`config.mk`:
```
export PLATFORM = sky130hd
export DESIGN_NAME = uart_tx_scheduler
export DESIGN_NICKNAME = d
export VERILOG_FILES = /design/src/rtl/uart_pkg.sv /design/src/rtl/rr_arbiter.sv /design/src/rtl/uart_tx_scheduler.sv
export SDC_FILE = /design/constraint.sdc
export NUM_CORES = 1
export LEC_CHECK = 0
export BUFFER_PORTS_ARGS = -buffer_cell sky130_fd_sc_hd__buf_2
export CAP_MARGIN = 20
export CORE_AREA = 2 2 61 106
export DETAILED_ROUTE_END_ITERATION = 10
export DIE_AREA = 0 0 63 108
export SYNTH_ARGS = -nofsm -noshare
export SYNTH_HDL_FRONTEND = slang
export SYNTH_HIERARCHICAL = 1
export SYNTH_SLANG_ARGS = --single-unit
```
`constraint.sdc`:
```
create_clock -name i_clock -period 4.1 [get_ports i_clock]
set_clock_uncertainty 0.2 [all_clocks]
set_input_delay 0.41 -clock i_clock [delete_from_list [all_inputs] [get_ports i_clock]]
set_output_delay 0.41 -clock i_clock [all_outputs]
set_load 0.02 [all_outputs]
```
`src/rtl/uart_pkg.sv`:
```
// Shared types and constants for the UART transmit scheduler.
package uart_pkg;

  typedef enum logic [1:0] {
    IDLE    = 2'd0,
    SEND    = 2'd1,
    RELEASE = 2'd2
  } state_t;

  localparam int UART_DATA_W            = 8;
  localparam int DEFAULT_TIMEOUT_CYCLES = 200000;

endpackage

```
`src/rtl/rr_arbiter.sv`:
```
// Round-robin winner select: purely combinational, zero latency, no backpressure.
// Scans requesters starting at i_rr_ptr and wrapping modulo NUM_REQ.
module rr_arbiter #(
  parameter int NUM_REQ = 4,
  parameter int PTR_W   = $clog2(NUM_REQ)
) (
  input  logic [NUM_REQ-1:0] i_req,
  input  logic [PTR_W-1:0]   i_rr_ptr,
  output logic [PTR_W-1:0]   o_winner,
  output logic               o_any_req
);

  logic [PTR_W:0] w_idx;

  // Scan from the far end back toward the pointer so the closest requester wins last.
  always_comb begin
    o_winner  = '0;
    o_any_req = 1'b0;
    w_idx     = '0;
    for (int k = NUM_REQ - 1; k >= 0; k--) begin
      w_idx = {1'b0, i_rr_ptr} + (PTR_W+1)'(k);
      if (w_idx >= (PTR_W+1)'(NUM_REQ)) begin
        w_idx = w_idx - (PTR_W+1)'(NUM_REQ);
      end
      if (i_req[w_idx[PTR_W-1:0]]) begin
        o_winner  = w_idx[PTR_W-1:0];
        o_any_req = 1'b1;
      end
    end
  end

endmodule

```
`src/rtl/uart_tx_scheduler.sv`:
```
// Round-robin share of one UART Transmitter: grant + tx_start one cycle after req_valid, one frame per grant.
// Requesters hold until their req_ready pulse; watchdog abort under UART_TX_SCHED_TIMEOUT_EN.
module uart_tx_scheduler
  import uart_pkg::*;
#(
  parameter int NUM_REQ        = 4,
  parameter int DATA_W         = UART_DATA_W,
  parameter int CNT_W          = 16,
  parameter int TIMEOUT_CYCLES = DEFAULT_TIMEOUT_CYCLES,
  parameter int PTR_W          = $clog2(NUM_REQ)
) (
  input  logic                      i_clock,
  input  logic                      i_reset,
  input  logic [NUM_REQ-1:0]        i_req_valid,
  input  logic [NUM_REQ*DATA_W-1:0] i_req_data,
  output logic [NUM_REQ-1:0]        o_req_ready,
  output logic [DATA_W-1:0]         o_tx_in,
  output logic                      o_tx_start,
  input  logic                      i_tx_done,
  output logic                      o_busy,
  output logic [PTR_W-1:0]          o_grant_id,
  output logic [CNT_W-1:0]          o_frame_count,
  output logic                      o_timeout_err
);

  state_t               r_state, w_nxt_state;
  logic [PTR_W-1:0]     r_rr_ptr, w_nxt_rr_ptr;
  logic [PTR_W-1:0]     r_grant_id, w_nxt_grant_id;
  logic [DATA_W-1:0]    r_tx_in, w_nxt_tx_in;
  logic [NUM_REQ-1:0]   r_req_ready, w_nxt_req_ready;
  logic                 r_tx_start, w_nxt_tx_start;
  logic                 r_busy;
  logic [CNT_W-1:0]     r_frame_count, w_nxt_frame_count;
  logic                 r_timeout_err, w_nxt_timeout_err;
  logic [PTR_W-1:0]     w_winner;
  logic                 w_any_req;
  logic [PTR_W-1:0]     w_ptr_after_grant;

`ifdef UART_TX_SCHED_TIMEOUT_EN
  logic [31:0]          r_wdog, w_nxt_wdog;
`else
  // Keeps the parameter referenced when the watchdog is compiled out.
  logic                 w_unused_timeout;
  assign w_unused_timeout = (TIMEOUT_CYCLES == 0);
`endif

  rr_arbiter #(
    .NUM_REQ (NUM_REQ),
    .PTR_W   (PTR_W)
  ) u_rr_arbiter (
    .i_req     (i_req_valid),
    .i_rr_ptr  (r_rr_ptr),
    .o_winner  (w_winner),
    .o_any_req (w_any_req)
  );

  assign w_ptr_after_grant = (r_grant_id == PTR_W'(NUM_REQ - 1)) ? '0 : r_grant_id + PTR_W'(1);

  always_comb begin
    w_nxt_state       = r_state;
    w_nxt_rr_ptr      = r_rr_ptr;
    w_nxt_grant_id    = r_grant_id;
    w_nxt_tx_in       = r_tx_in;
    w_nxt_req_ready   = '0;
    w_nxt_tx_start    = r_tx_start;
    w_nxt_frame_count = r_frame_count;
    w_nxt_timeout_err = 1'b0;
`ifdef UART_TX_SCHED_TIMEOUT_EN
    w_nxt_wdog        = r_wdog;
`endif
    case (r_state)
      IDLE: begin
        if (w_any_req) begin
          w_nxt_tx_in     = i_req_data[w_winner*DATA_W +: DATA_W];
          w_nxt_grant_id  = w_winner;
          w_nxt_req_ready = NUM_REQ'(1) << w_winner;
          w_nxt_tx_start  = 1'b1;
          w_nxt_state     = SEND;
`ifdef UART_TX_SCHED_TIMEOUT_EN
          w_nxt_wdog      = '0;
`endif
        end
      end
      SEND: begin
        if (i_tx_done) begin
          w_nxt_tx_start    = 1'b0;
          w_nxt_frame_count = r_frame_count + CNT_W'(1);
          w_nxt_state       = RELEASE;
        end
`ifdef UART_TX_SCHED_TIMEOUT_EN
        else if (r_wdog == 32'(TIMEOUT_CYCLES - 1)) begin
          w_nxt_tx_start    = 1'b0;
          w_nxt_timeout_err = 1'b1;
          w_nxt_state       = RELEASE;
        end else begin
          w_nxt_wdog        = r_wdog + 32'd1;
        end
`endif
      end
      RELEASE: begin
        // A held-level tx_done must fall before the next grant can start a frame.
        if (!i_tx_done) begin
          w_nxt_rr_ptr = w_ptr_after_grant;
          w_nxt_state  = IDLE;
        end
      end
      default: begin
        w_nxt_tx_start = 1'b0;
        w_nxt_state    = IDLE;
      end
    endcase
  end

  always_ff @(posedge i_clock) begin
    if (i_reset) begin
      r_state       <= IDLE;
      r_rr_ptr      <= '0;
      r_grant_id    <= '0;
      r_tx_in       <= '0;
      r_req_ready   <= '0;
      r_tx_start    <= 1'b0;
      r_busy        <= 1'b0;
      r_frame_count <= '0;
      r_timeout_err <= 1'b0;
`ifdef UART_TX_SCHED_TIMEOUT_EN
      r_wdog        <= '0;
`endif
    end else begin
      r_state       <= w_nxt_state;
      r_rr_ptr      <= w_nxt_rr_ptr;
      r_grant_id    <= w_nxt_grant_id;
      r_tx_in       <= w_nxt_tx_in;
      r_req_ready   <= w_nxt_req_ready;
      r_tx_start    <= w_nxt_tx_start;
      r_busy        <= (w_nxt_state != IDLE);
      r_frame_count <= w_nxt_frame_count;
      r_timeout_err <= w_nxt_timeout_err;
`ifdef UART_TX_SCHED_TIMEOUT_EN
      r_wdog        <= w_nxt_wdog;
`endif
    end
  end

  assign o_req_ready   = r_req_ready;
  assign o_tx_in       = r_tx_in;
  assign o_tx_start    = r_tx_start;
  assign o_busy        = r_busy;
  assign o_grant_id    = r_grant_id;
  assign o_frame_count = r_frame_count;
  assign o_timeout_err = r_timeout_err;

endmodule

```
==> flow_summary.yaml <==
route:
  via_per_inst: 4.80
  first_iter_violations: 81
  top_layer: "met4"
  drc_errors: 0
  wirelength_met1_microns: 1580
  drtAntennaViolNets: 0
  routed_wirelength_microns: 4270
  vias: 1598
  wl_met3_microns: 211
  wire_per_inst_microns: 12.8
  met2_length_microns: 2410
  dr.pass1.iters: 4
worst_setup_path:
  cp.required_ns: 4.04
  cp_cell_sequence: "nor3b_1, a211oi_1, nor2_1, mux4_2, nand2_1, a21oi_1"
  r2r-end: "o_tx_in[5]$_SDFFE_PP0P_"
  slowest_stage: "nor2_1"
  critPathMaxFanout: 13
  r2r_setup_slack_ns: 1.72
  worst-path-buf-inv: 0
  crit_type: "flip-flop to flip-flop"
  r2r_start: "r_rr_ptr[0]$_SDFFE_PP0P_"
  critPathLaunchType: "flip-flop"
  reg2regPathDepth: 6
  worstSetupStartpoint: "r_rr_ptr[0]$_SDFFE_PP0P_"
  worstSetupEndpoint: "o_tx_in[5]$_SDFFE_PP0P_"
  cp_num_cells: 6
  arrival_ns: 2.33
  critPathTopFamily: "simple AND/OR/NAND/NOR gates"
  worst_setup_path_end_kind: "flip-flop"
  max_stage_delay_ns: 0.78
sta:
  slew_headroom_pct: 31.0
  hold_slack_ns: 0.232
  min_period_ns: 2.38
  clock.fmax_mhz: 419
  finalSetupViolations: 0
  hold_viol_final: 0
  rsz0062_at_grt: "no"
  maxSlewViolCount: 0
  worst_slew_pin_slew_ns: 1.03
  tns_ns: 0
  timing.final.crit_share_pct: 58.2
  timing.final.ws_setup_ns: 1.72
logic_synthesis:
  syn_avg_cell_area_sq_um: 9.18
  seq_area_frac_synth_pct: 42.0
  synth_edf_count: 0
  syn_inst: 187
  yosysUniqueCellTypes: 39
  ys_ff_latch: 36
  syn-num-nets: 228
  ys_warn_count: 6
  synth-async-reset-ratio_pct: 0
  syn_area_sq_mm: 0.00172
  synthFlopType: "dfxtp_1"
cts:
  clkTransAtPathRegs_ns: 0.08
  cts_max_level: 2
  cts_hold_buf: 0
  cts_max_path_buffers: 2
  post_cts_buffers: 0
  clkLatencyLatePin_ns: 0.28
  clock-sinks: 36
  cts-buffers-inserted: 5
  root_buffer: "clkbuf_8"
  post_cts_resized: 0
  cts_tree: "yes"
power:
  finalPower_mw: 0.809
  ir_drop_mv: 0.170
  leakage_nw: 0.947
  power_density_mw_per_mm2: 364
final_layout:
  n_fill_cell: 640
  nNetsFinal: 295
  syn2layout_area_growth_pct: 29.4
  antenna_cells: 0
  drive_gt1_share_pct: 35.3
flow_run:
  maxCapViolCount: 0
place:
  gp_congestion: 0.756
  dp_slack_ns: 1.58
  hpwl_microns: 3220
  io_buffers: 70
min_path:
  hold_path_class: "primary input to flip-flop"
  min_from: "i_tx_done"
grt:
  grt_use_total_pct: 13.1
  antenna_found_initial: 0
  grt_pass1_wl_microns: 7020
  grt_pass1_vias: 1611
  grt_max_degree: 37
  grt_overflow_total: 0
die:
  start_util_pct: 29.2
  num_rows: 37
  die_h_microns: 108
  io_pins: 72
  die_width_microns: 63
  core_area_sq_mm: 0.00588
  dieArea_sq_mm: 0.00680
outcome:
  status: "finished, final reports clean"
-- cells by family (layout without fill, tap and decap cells) --
family / Yosys count / in the layout / synth area share (%)
muxes: 13 / 13 / 13.5
xor gates and xnor gates: 11 / 11 / 5.61
other: 1 / 1 / 0.218
buffers and inverters: 12 / 80 / 3.57
adders and majority gates: 2 / 2 / 1.46
AOI/OAI and AO/OA: 23 / 23 / 7.80
DFF: 36 / 36 / 42.0
and+or+nand+nor: 89 / 89 / 25.9
-- power breakdown --
group	internal, mW	total (mW)	switching [mW]
clock	0.181	0.306	0.126
combinational	0.0555	0.125	0.0693
sequential	0.366	0.378	0.0115
total	0.602	0.809	0.206
-- metrics by stage --
step | instances | instance area (sq um) | util (%)
final | 333 | 2220 | 37.8
after global routing | 333 | 2220 | 37.8
after global placement | 325 | 2110 | 36.0
after floorplan | 187 | 1720 | -
after CTS | 333 | 2220 | 37.8
after detailed placement | 325 | 2110 | 36.0
-- layer usage --
metal | GRT usage (%) | vias to the layer above
met5 | 0 | -
met4 | 5.24 | 0
met3 | 3.64 | 6
met2 | 26.1 | 45
met1 | 12.2 | 757
li1 | - | 790
-- registers in the layout, summed over array words and instances (netlist names) --
register       cells
o_frame_count     16
o_tx_in            8
o_grant_id         2
o_tx_start         1
r_state            2
o_busy             1
r_rr_ptr           2
o_req_ready        4
-- layout by cell type (no fill, tap or decap), drive strengths merged --
master and count:
nand3 5, xor2 5, mux4 8, or2 1
conb 1, o31ai 2, clkinv 1, and3 2
nor2b 1, nor2 22, a2111oi 1, nand4b 1
nand2b 2, nand2 31, or3 2, buf 71
nor3b 3, a211oi 2, and4 1, mux2 1
dfxtp 36, nor4b 2, nor3 2, or4 2
clkbuf 6, nand4 4, ha 2, nor4 4
o21ai 2, and3b 1, mux2i 4, and4b 2
inv 1, xnor2 6, and2 1, a21oi 16
bufinv 1
-- worst min path at each step --
stage                               endpoint  slack (ns)  depth (start not counted)
CTS                    r_state[0]$_SDFF_PP0_        0.22                          2
detailed placement   o_tx_in[0]$_SDFFE_PP0P_        0.25                          2
global placement     o_tx_in[5]$_SDFFE_PP0P_        0.24                          2
floorplan           r_rr_ptr[0]$_SDFFE_PP0P_        0.32                          2
finish                 r_state[0]$_SDFF_PP0_        0.23                          2
global route           r_state[1]$_SDFF_PP0_        0.24                          2
-- area by class of cell --
| class | instances | area [sq um] | area share, % |
|---|---|---|---|
| tap | 78 | 97.6 | 4.39 |
| multi-input combinational | 139 | 935 | 42.1 |
| timing repair buffer | 71 | 358 | 16.1 |
| sequential | 36 | 721 | 32.4 |
| inverter | 1 | 3.75 | 0.169 |
| clock buffer | 6 | 72.6 | 3.27 |
| clock inverter | 2 | 35.0 | 1.58 |
-- Yosys cell counts, drive strengths merged (2+ instances only) --
cell type   n  area share [%]
mux2i       4             2.3
a21oi      16             4.7
nand2      31             6.9
mux4        8              10
or4         2            0.87
dfxtp      36              42
nor2       22             4.8
or3         2            0.73
nor3b       3             1.3
nor4        4             1.5
a211oi      2             1.2
o21ai       2            0.58
nand2b      2            0.73
buf         4             1.8
nor3        2            0.58
nand4       4             1.5
and3        2            0.73
nor4b       2             1.0
ha          2             1.5
and4b       2             1.2
o31ai       2            0.87
xor2        5             2.6
nand3       5             1.5
xnor2       6             3.1
clkbuf      7             1.5
No activity file was read; power rests on OpenSTA's default activity.
